`src/rtl/instr_fetch_if.sv`:
```
// Fetch-stage bundle: SRAM fetch handshake, ID-stage control inputs and the
// IF/ID pipeline register outputs.
interface instr_fetch_if;
   logic        stall;
   logic        flush;
   logic        redirect;
   logic [15:0] redirect_pc;
   logic        mem_req;
   logic [15:0] mem_addr;
   logic        mem_ack;
   logic [15:0] mem_rdata;
   logic [15:0] instr;
   logic [15:0] instr_pc;
   logic [15:0] pc_plus1;
   logic        instr_valid;

   modport master (
      input  stall, flush, redirect, redirect_pc, mem_ack, mem_rdata,
      output mem_req, mem_addr, instr, instr_pc, pc_plus1, instr_valid
   );

   modport slave (
      output stall, flush, redirect, redirect_pc, mem_ack, mem_rdata,
      input  mem_req, mem_addr, instr, instr_pc, pc_plus1, instr_valid
   );
endinterface

```
`src/rtl/instr_fetch.sv`:
```
// THINPAD instruction fetch: PC, request/ack SRAM fetch with a one-word
// stall buffer, delayed-branch redirect and the IF/ID pipeline register.
module instr_fetch #(
   parameter logic [15:0] RESET_PC = 16'h0000,
   parameter logic [15:0] NOP      = 16'h0800
) (
   input  logic          clk,
   input  logic          rst,
   instr_fetch_if.master bus
);

   typedef enum logic {FETCH, BUF} state_t;

   state_t      state_q;
   logic [15:0] pc_q;
   logic [15:0] buf_word_q;
   logic [15:0] buf_pc_q;
   logic        pend_valid_q;
   logic [15:0] pend_pc_q;
   logic [15:0] instr_q;
   logic [15:0] instr_pc_q;
   logic [15:0] pc_plus1_q;
   logic        instr_valid_q;

   logic [15:0] pc_inc;
   logic        redir_take;
   logic [15:0] accept_pc_d;

   assign pc_inc     = pc_q + 16'd1;
   assign redir_take = bus.redirect & ~bus.stall;

   // A pending redirect was recorded while its delay slot was still in flight,
   // so it wins over anything ID presents now.
   assign accept_pc_d = pend_valid_q ? pend_pc_q
                      : (redir_take ? bus.redirect_pc : pc_inc);

   always_ff @(posedge clk or posedge rst) begin
      if (rst) begin
         state_q       <= FETCH;
         pc_q          <= RESET_PC;
         buf_word_q    <= NOP;
         buf_pc_q      <= RESET_PC;
         pend_valid_q  <= 1'b0;
         pend_pc_q     <= RESET_PC;
         instr_q       <= NOP;
         instr_pc_q    <= RESET_PC;
         pc_plus1_q    <= RESET_PC + 16'd1;
         instr_valid_q <= 1'b0;
      end else if (bus.flush) begin
         instr_q       <= NOP;
         instr_valid_q <= 1'b0;
         state_q       <= FETCH;
         pend_valid_q  <= 1'b0;
         // Without a redirect, rewind to the oldest word not yet handed to ID.
         if (bus.redirect)
            pc_q <= bus.redirect_pc;
         else if (state_q == BUF)
            pc_q <= buf_pc_q;
      end else begin
         case (state_q)
            FETCH: begin
               if (bus.mem_ack) begin
                  pc_q         <= accept_pc_d;
                  pend_valid_q <= 1'b0;
                  if (!bus.stall) begin
                     instr_q       <= bus.mem_rdata;
                     instr_pc_q    <= pc_q;
                     pc_plus1_q    <= pc_inc;
                     instr_valid_q <= 1'b1;
                  end else begin
                     buf_word_q <= bus.mem_rdata;
                     buf_pc_q   <= pc_q;
                     state_q    <= BUF;
                  end
               end else begin
                  if (redir_take) begin
                     pend_valid_q <= 1'b1;
                     pend_pc_q    <= bus.redirect_pc;
                  end
                  if (!bus.stall) begin
                     instr_q       <= NOP;
                     instr_valid_q <= 1'b0;
                  end
               end
            end
            BUF: begin
               // pc already points past the buffered word; a redirect replaces it.
               if (redir_take)
                  pc_q <= bus.redirect_pc;
               if (!bus.stall) begin
                  instr_q       <= buf_word_q;
                  instr_pc_q    <= buf_pc_q;
                  pc_plus1_q    <= buf_pc_q + 16'd1;
                  instr_valid_q <= 1'b1;
                  state_q       <= FETCH;
               end
            end
            default: state_q <= FETCH;
         endcase
      end
   end

   assign bus.mem_req     = (state_q == FETCH);
   assign bus.mem_addr    = pc_q;
   assign bus.instr       = instr_q;
   assign bus.instr_pc    = instr_pc_q;
   assign bus.pc_plus1    = pc_plus1_q;
   assign bus.instr_valid = instr_valid_q;

endmodule
```
`src/flat_wrapper.sv`:
```
// flat-port wrapper written by rule: the top's interface ports become plain ports
module instr_fetch_flat 
#(
   parameter logic [15:0] RESET_PC = 16'h0000,
   parameter logic [15:0] NOP      = 16'h0800
)
  (clk, rst, bus_stall, bus_flush, bus_redirect, bus_redirect_pc, bus_mem_ack, bus_mem_rdata, bus_mem_req, bus_mem_addr, bus_instr, bus_instr_pc, bus_pc_plus1, bus_instr_valid);
  instr_fetch_if bus_i ();
  input  logic clk;
  input  logic rst;
  input wire logic [$bits(bus_i.stall)-1:0] bus_stall;
  input wire logic [$bits(bus_i.flush)-1:0] bus_flush;
  input wire logic [$bits(bus_i.redirect)-1:0] bus_redirect;
  input wire logic [$bits(bus_i.redirect_pc)-1:0] bus_redirect_pc;
  input wire logic [$bits(bus_i.mem_ack)-1:0] bus_mem_ack;
  input wire logic [$bits(bus_i.mem_rdata)-1:0] bus_mem_rdata;
  output wire logic [$bits(bus_i.mem_req)-1:0] bus_mem_req;
  output wire logic [$bits(bus_i.mem_addr)-1:0] bus_mem_addr;
  output wire logic [$bits(bus_i.instr)-1:0] bus_instr;
  output wire logic [$bits(bus_i.instr_pc)-1:0] bus_instr_pc;
  output wire logic [$bits(bus_i.pc_plus1)-1:0] bus_pc_plus1;
  output wire logic [$bits(bus_i.instr_valid)-1:0] bus_instr_valid;
  assign bus_i.stall = bus_stall;
  assign bus_i.flush = bus_flush;
  assign bus_i.redirect = bus_redirect;
  assign bus_i.redirect_pc = bus_redirect_pc;
  assign bus_i.mem_ack = bus_mem_ack;
  assign bus_i.mem_rdata = bus_mem_rdata;
  assign bus_mem_req = bus_i.mem_req;
  assign bus_mem_addr = bus_i.mem_addr;
  assign bus_instr = bus_i.instr;
  assign bus_instr_pc = bus_i.instr_pc;
  assign bus_pc_plus1 = bus_i.pc_plus1;
  assign bus_instr_valid = bus_i.instr_valid;
  instr_fetch #(.RESET_PC(RESET_PC), .NOP(NOP)) u_core (.clk(clk), .rst(rst), .bus(bus_i));
endmodule
```
`config.mk`:
```
export PLATFORM = sky130hd
export DESIGN_NAME = instr_fetch_flat
export DESIGN_NICKNAME = d
export VERILOG_FILES = /design/src/rtl/instr_fetch_if.sv /design/src/rtl/instr_fetch.sv /design/src/flat_wrapper.sv
export SDC_FILE = /design/constraint.sdc
export NUM_CORES = 1
export LEC_CHECK = 0
export CAP_MARGIN = 20
export CORE_UTILIZATION = 40
export DETAILED_ROUTE_END_ITERATION = 8
export GPL_TIMING_DRIVEN = 1
export SETUP_SLACK_MARGIN = 0.02
export SKIP_LAST_GASP = 1
export SYNTH_ARGS = -nofsm -noshare
export SYNTH_HDL_FRONTEND = slang
export SYNTH_SLANG_ARGS = --single-unit
```
`constraint.sdc`:
```
create_clock -name clk -period 4.4 [get_ports clk]
set_input_delay 0.88 -clock clk [delete_from_list [all_inputs] [get_ports clk]]
set_output_delay 0.88 -clock clk [all_outputs]
set_load 0.05 [all_outputs]
```
# --- Word level (Yosys, flattened, before mapping) ---
# Index checks and enable logic that the tools add are counted.
# W data, S select, Z words.
classes:
  addsub: 2
  eq_ne: 10
  muxes: 35
  n_bitwise: 5
  n_reduce_logical: 7
ops:
  columns: ["cell", "n"]
  rows:
  - ["$mux W16", 18]
  - ["$pmux W16 S2", 4]
  - ["$add A16 B1 Y16 const B", 2]
  - ["$ne A3 B3 Y1 const B", 4]
  - ["$reduce_and A4 Y1", 3]
  - ["$mux W1", 11]
  - ["$ne A2 B2 Y1 const B", 4]
  - ["$ne A4 B4 Y1 const B", 1]
  - ["$not A1 Y1", 4]
  - ["$pmux W1 S2", 2]
  - ["$reduce_and A2 Y1", 2]
  - ["$ne A3 B1 Y1 const B", 1]
  - ["$reduce_and A3 Y1", 1]
  - ["$reduce_bool A3 Y1", 1]
  - ["$and A1 B1 Y1", 1]
word_totals:
  register_bits: 115
  inputBits: 38
  output_inout_bits: 66
  word_cells: 69

# --- Longest topological paths before layout ---
logic_depth:
  word_depth: 7
  depth_mapped: 7
  mapped_depth_nobuf: 6

# --- Worst setup path after synthesis ---
# Ideal clock, no wire load.
synth_path:
  path_type: "register to register"
  start: "register u_core.pc_q[2], in the netlist u_core.bus.mem_addr[2]"
  end: "register u_core.pc_plus1_q[15], in the netlist u_core.bus.pc_plus1[15]"
  setup_ps: 127
  arrival_ps: 2136
  path_slack_ps: 2138
  path_stages_with_launch: 7
  path_buffers: 1
  path_cell_list: "dfrtp_1 -> buf_2 -> nand4_2 -> nor4_2 -> and3_1 -> xor2_1 -> a221o_2"
synth_between:
  elab_chain_cells: 4
synth_lines:
  columns: ["item", "line_no", "text"]
  rows:
  - ["start: declaration", "instr_fetch.sv:15", "logic [15:0] pc_q;"]
  - ["start signal: assignment", "instr_fetch.sv:56", "pc_q <= bus.redirect_pc;"]
  - ["start signal: assignment", "instr_fetch.sv:58", "pc_q <= buf_pc_q;"]
  - ["start signal: assignment", "instr_fetch.sv:63", "pc_q <= accept_pc_d;"]
  - ["$add A16 B1 Y16", "instr_fetch.sv:29", "assign pc_inc = pc_q + 16'd1;"]
  - ["$mux W16", "instr_fetch.sv:65", "if (!bus.stall) begin"]
  - ["$mux W16", "instr_fetch.sv:62", "if (bus.mem_ack) begin"]
  - ["$pmux W16 S2", "instr_fetch.sv:60", "case (state_q)"]
  - ["end signal: assignment", "instr_fetch.sv:47", "pc_plus1_q <= RESET_PC + 16'd1;"]
  - ["end signal: assignment", "instr_fetch.sv:68", "pc_plus1_q <= pc_inc;"]
  - ["end signal: assignment", "instr_fetch.sv:93", "pc_plus1_q <= buf_pc_q + 16'd1;"]
  - ["end: declaration", "instr_fetch.sv:22", "logic [15:0] pc_plus1_q;"]
# Every way passes these cells. The select of a mux whose other input is x is not followed.
# A chain may end at the register's enable or synchronous reset.

# --- Final worst setup path ---
layout_path:
  start: "input bus_redirect"
  end: "register u_core.pc_q[13], in the netlist u_core.bus.mem_addr[13]"
layout_between:
  elab_chain_cells: 6
layout_lines:
  columns: ["item", "line_no", "text"]
  rows:
  - ["start: declaration", "flat_wrapper.sv:13", "input wire logic [$bits(bus_i.redirect)-1:0] bus_redirect;"]
  - ["$and A1 B1 Y1", "instr_fetch.sv:30", "assign redir_take = bus.redirect & ~bus.stall;"]
  - ["$mux W16", "instr_fetch.sv:35", ": (redir_take ? bus.redirect_pc : pc_inc);"]
  - ["$mux W16", "instr_fetch.sv:34", "assign accept_pc_d = pend_valid_q ? pend_pc_q"]
  - ["$mux W16", "instr_fetch.sv:62", null]
  - ["$pmux W16 S2", "instr_fetch.sv:60", null]
  - ["$mux W16", "instr_fetch.sv:49", "end else if (bus.flush) begin"]
# Several ways; a longest one is shown, not always the timed one. The select of a mux whose other input is x is not followed.

==> run_results.csv <==
group,metric,value,unit
synth,synth_edf_count,0,
cts,clock_latency,0.42,ns
placed_design,dp_hpwl,11.7,mm
min_path,holdPathStages,2,
synth,syn_inst,618,
finish,n_antenna_cell,0,
synth,avgSynthCellArea,9.74,µm²
timing,rsz0062_at_grt,"no",
pwr,comb_power_share,0.319,
route,first_pass_iters,7,
placed_design,io_buffers,103,
synth,synth_nets,658,
global_route,gr-total-overflow,0,
die,chipWidth,125,µm
worst_setup_path,crit_fanout,21,
outcome,failed_checks,"design-rule violations",
worst_setup_path,crit_path_end,"u_core.bus.mem_addr[13]",
timing,holdWs,0.477,ns
die,core,14600,µm²
finish,synthToLayoutAreaGrowth,29.9,%
pwr,p_seq_frac,0.362,
worst_setup_path,r2r-end,"u_core.pend_pc_q[13]",
cts,clock_path_buffers,2,
pwr,powerDensity,580,nW/µm²
worst_setup_path,worstSetupPathType,"in -> reg",
pwr,swShare,0.370,
run,cap_violations,0,
timing,hold_violations,0,
cts,holdBufCountCts,0,
route,wirelength,16.7,mm
timing,fin_skew,0.0110,ns
global_route,grt_pass1_vias,4930,
route,viasPerCell,5.59,
die,die_height,125,µm
timing,setup_tns,0,ns
pwr,p_sw,0.00168,W
finish,nets,747,
die,initial_core_util,0.413,
global_route,antenna_found_initial,0,
cts,cts_tree,"built",
route,drc,1,
timing,post-route-period-util,0.709,
worst_setup_path,cp.arrival,3.44,ns
min_path,hp-class,"reg -> reg",
timing,finalMaxSlewViolations,0,
timing,setup_viol,0,
cts,clkTransAtPathRegs,0.06,ns
worst_setup_path,end_kind,"flip-flop",
timing,slew_headroom,0.446,
die,dieArea,15500,µm²
timing,tightest_slew,0.832,ns
outcome,status,"finished, violations left",
worst_setup_path,worstSetupStartpoint,"bus_redirect",
die,rows,44,
pwr,p_int,0.00286,W
global_route,grt_pass1_wl,27.0,mm
finish,fill_cells,1334,
worst_setup_path,crit_path_start_kind,"input port",
pwr,fin_total_pwr,0.00453,W
cts,post-cts-setup-buffer-count,0,
finish,utilization,0.536,
cts,htree_levels,4,
placed_design,gp_congestion,0.855,
synth,synth_ff_type,"dfrtp_1",
pwr,ir_drop,248,µV
route,avgRoutedWirePerCell,18.4,µm
route,num_vias,5052,
worst_setup_path,r2r_cells,4,
synth,synth-seq-cells,115,
synth,yosysWarnings,0,
worst_setup_path,r2r_setup_slack,1.79,ns
cts,cts_root_buf,"clkbuf_16",
timing,fmax,0.321,GHz
cts,cts_resized,0,
synth,synth_top_area_share,0.466,
synth,synthTopCellsByArea,"dfrtp_1 47%, mux2_2 9.0%, nor2_1 4.1%",
route,ant_nets,0,
finish,drive_above_1_share,0.143,
synth,synthArstFlopShare,1.00,
cts,numCtsBuffers,17,
cts,clock-sinks,115,
route,drtIter0Drc,332,
synth,yosysTopAreaCell,"dfrtp_1",
synth,ys_seq_area_frac,0.479,
finish,final_cell_mix,"111 x dfrtp_1, 103 x clkdlybuf4s50_1, 65 x nor2_1, 52 x nand2_1, 48 x mux2_2",
global_route,grt_max_degree,61,
synth,syn_area,6020,µm²
pwr,power_leakage,3.21,nW
finish,final_common_cell,"dfrtp_1",
die,ios,104,
worst_setup_path,r2r_start,"u_core.state_q",
pwr,pwr-share-clk,0.319,
timing,fin_crit,3.12,ns
global_route,grt_usage,0.223,
worst_setup_path,crit_required,4.72,ns
synth,ys_types,59,
-- final cells by class --
class,count,area (µm²),area share
clock buffers,22,464,0.0594
well taps,184,230,0.0295
clock inverters,10,155,0.0198
flip-flops and latches,115,2880,0.369
repair buffers,115,1130,0.145
multi-input cells,442,2890,0.369
inverters,16,62.6,0.00800
-- through the flow --
step	cell area (µm²)	instances	setup WS [ns]
global route	7820	904	1.08
global placement	7200	872	1.03
detailed placement	7200	872	0.873
CTS	7820	904	1.31
floorplan	6020	618	0.481
finish	7820	904	1.28
-- logic make-up (layout without fill, tap and decap cells) --
kind of cell | after synthesis | in the layout | share of synthesized area
and+or+nand+nor | 187 | 187 | 0.147
buffers and inverters | 61 | 163 | 0.0414
adders and majority gates | 2 | 2 | 0.00416
muxes | 68 | 68 | 0.123
AOI/OAI and AO/OA | 159 | 159 | 0.168
DFF | 115 | 115 | 0.479
xor gates and xnor gates | 26 | 26 | 0.0378
-- cell usage after synthesis (all sizes together), types with 14 or more instances --
| cell | instances |
|---|---|
| dfrtp | 112 |
| nor2 | 65 |
| nand2 | 53 |
| mux2 | 48 |
| o21ai | 43 |
| a21oi | 42 |
| buf | 26 |
| mux2i | 20 |
| clkbuf | 19 |
| a22oi | 18 |
| nand3 | 16 |
| inv | 15 |
| xnor2 | 14 |
-- metal layers --
metal | track usage | up-vias | part of all wire
li1 | - | 2409 | -
met1 | 0.305 | 2437 | 0.46
met2 | 0.338 | 182 | 0.45
met3 | 0.0593 | 24 | 0.070
met4 | 0.0822 | 0 | 0.020
met5 | 0 | - | 0
-- sequential cells by signal (all words and copies together) (netlist names) --
register / cells
u_core.bus.mem_addr: 16
u_core.pend_pc_q: 16
u_core.bus.instr_valid: 1
u_core.bus.instr: 16
u_core.bus.pc_plus1: 16
u_core.buf_pc_q: 16
u_core.state_q: 1
u_core.pend_valid_q: 1
u_core.bus.instr_pc: 16
u_core.buf_word_q: 16
-- power by group through the flow --
stage,combinational [W],clock [W],sequential [W]
after floorplan,0.000582,0,0.00199
final,0.00145,0.00145,0.00164
after CTS,0.00145,0.00148,0.00164
after global placement,0.00143,0,0.00164
after detailed placement,0.00145,0,0.00165
after global routing,0.00154,0.00151,0.00168
-- worst min path at each step --
stage	startpoint	end	slack, ns
floorplan	u_core.pend_pc_q[15]	u_core.pend_pc_q[15]	0.47
global placement	u_core.bus.instr_pc[10]	u_core.bus.instr_pc[10]	0.46
detailed placement	u_core.bus.instr_pc[10]	u_core.bus.instr_pc[10]	0.47
CTS	u_core.bus.instr_pc[10]	u_core.bus.instr_pc[10]	0.48
global route	u_core.bus.instr_pc[14]	u_core.bus.instr_pc[14]	0.50
finish	u_core.bus.instr_pc[5]	u_core.bus.instr_pc[5]	0.48
-- critical path, stage by stage --
cell and delay, ns:
clkdlybuf4s50_1 0.81, nor2b_1 0.47, o21ai_0 0.19, nand2_1 0.57, o21ai_0 0.21, a221oi_1 0.30
No activity file was read; power rests on OpenSTA's default activity.
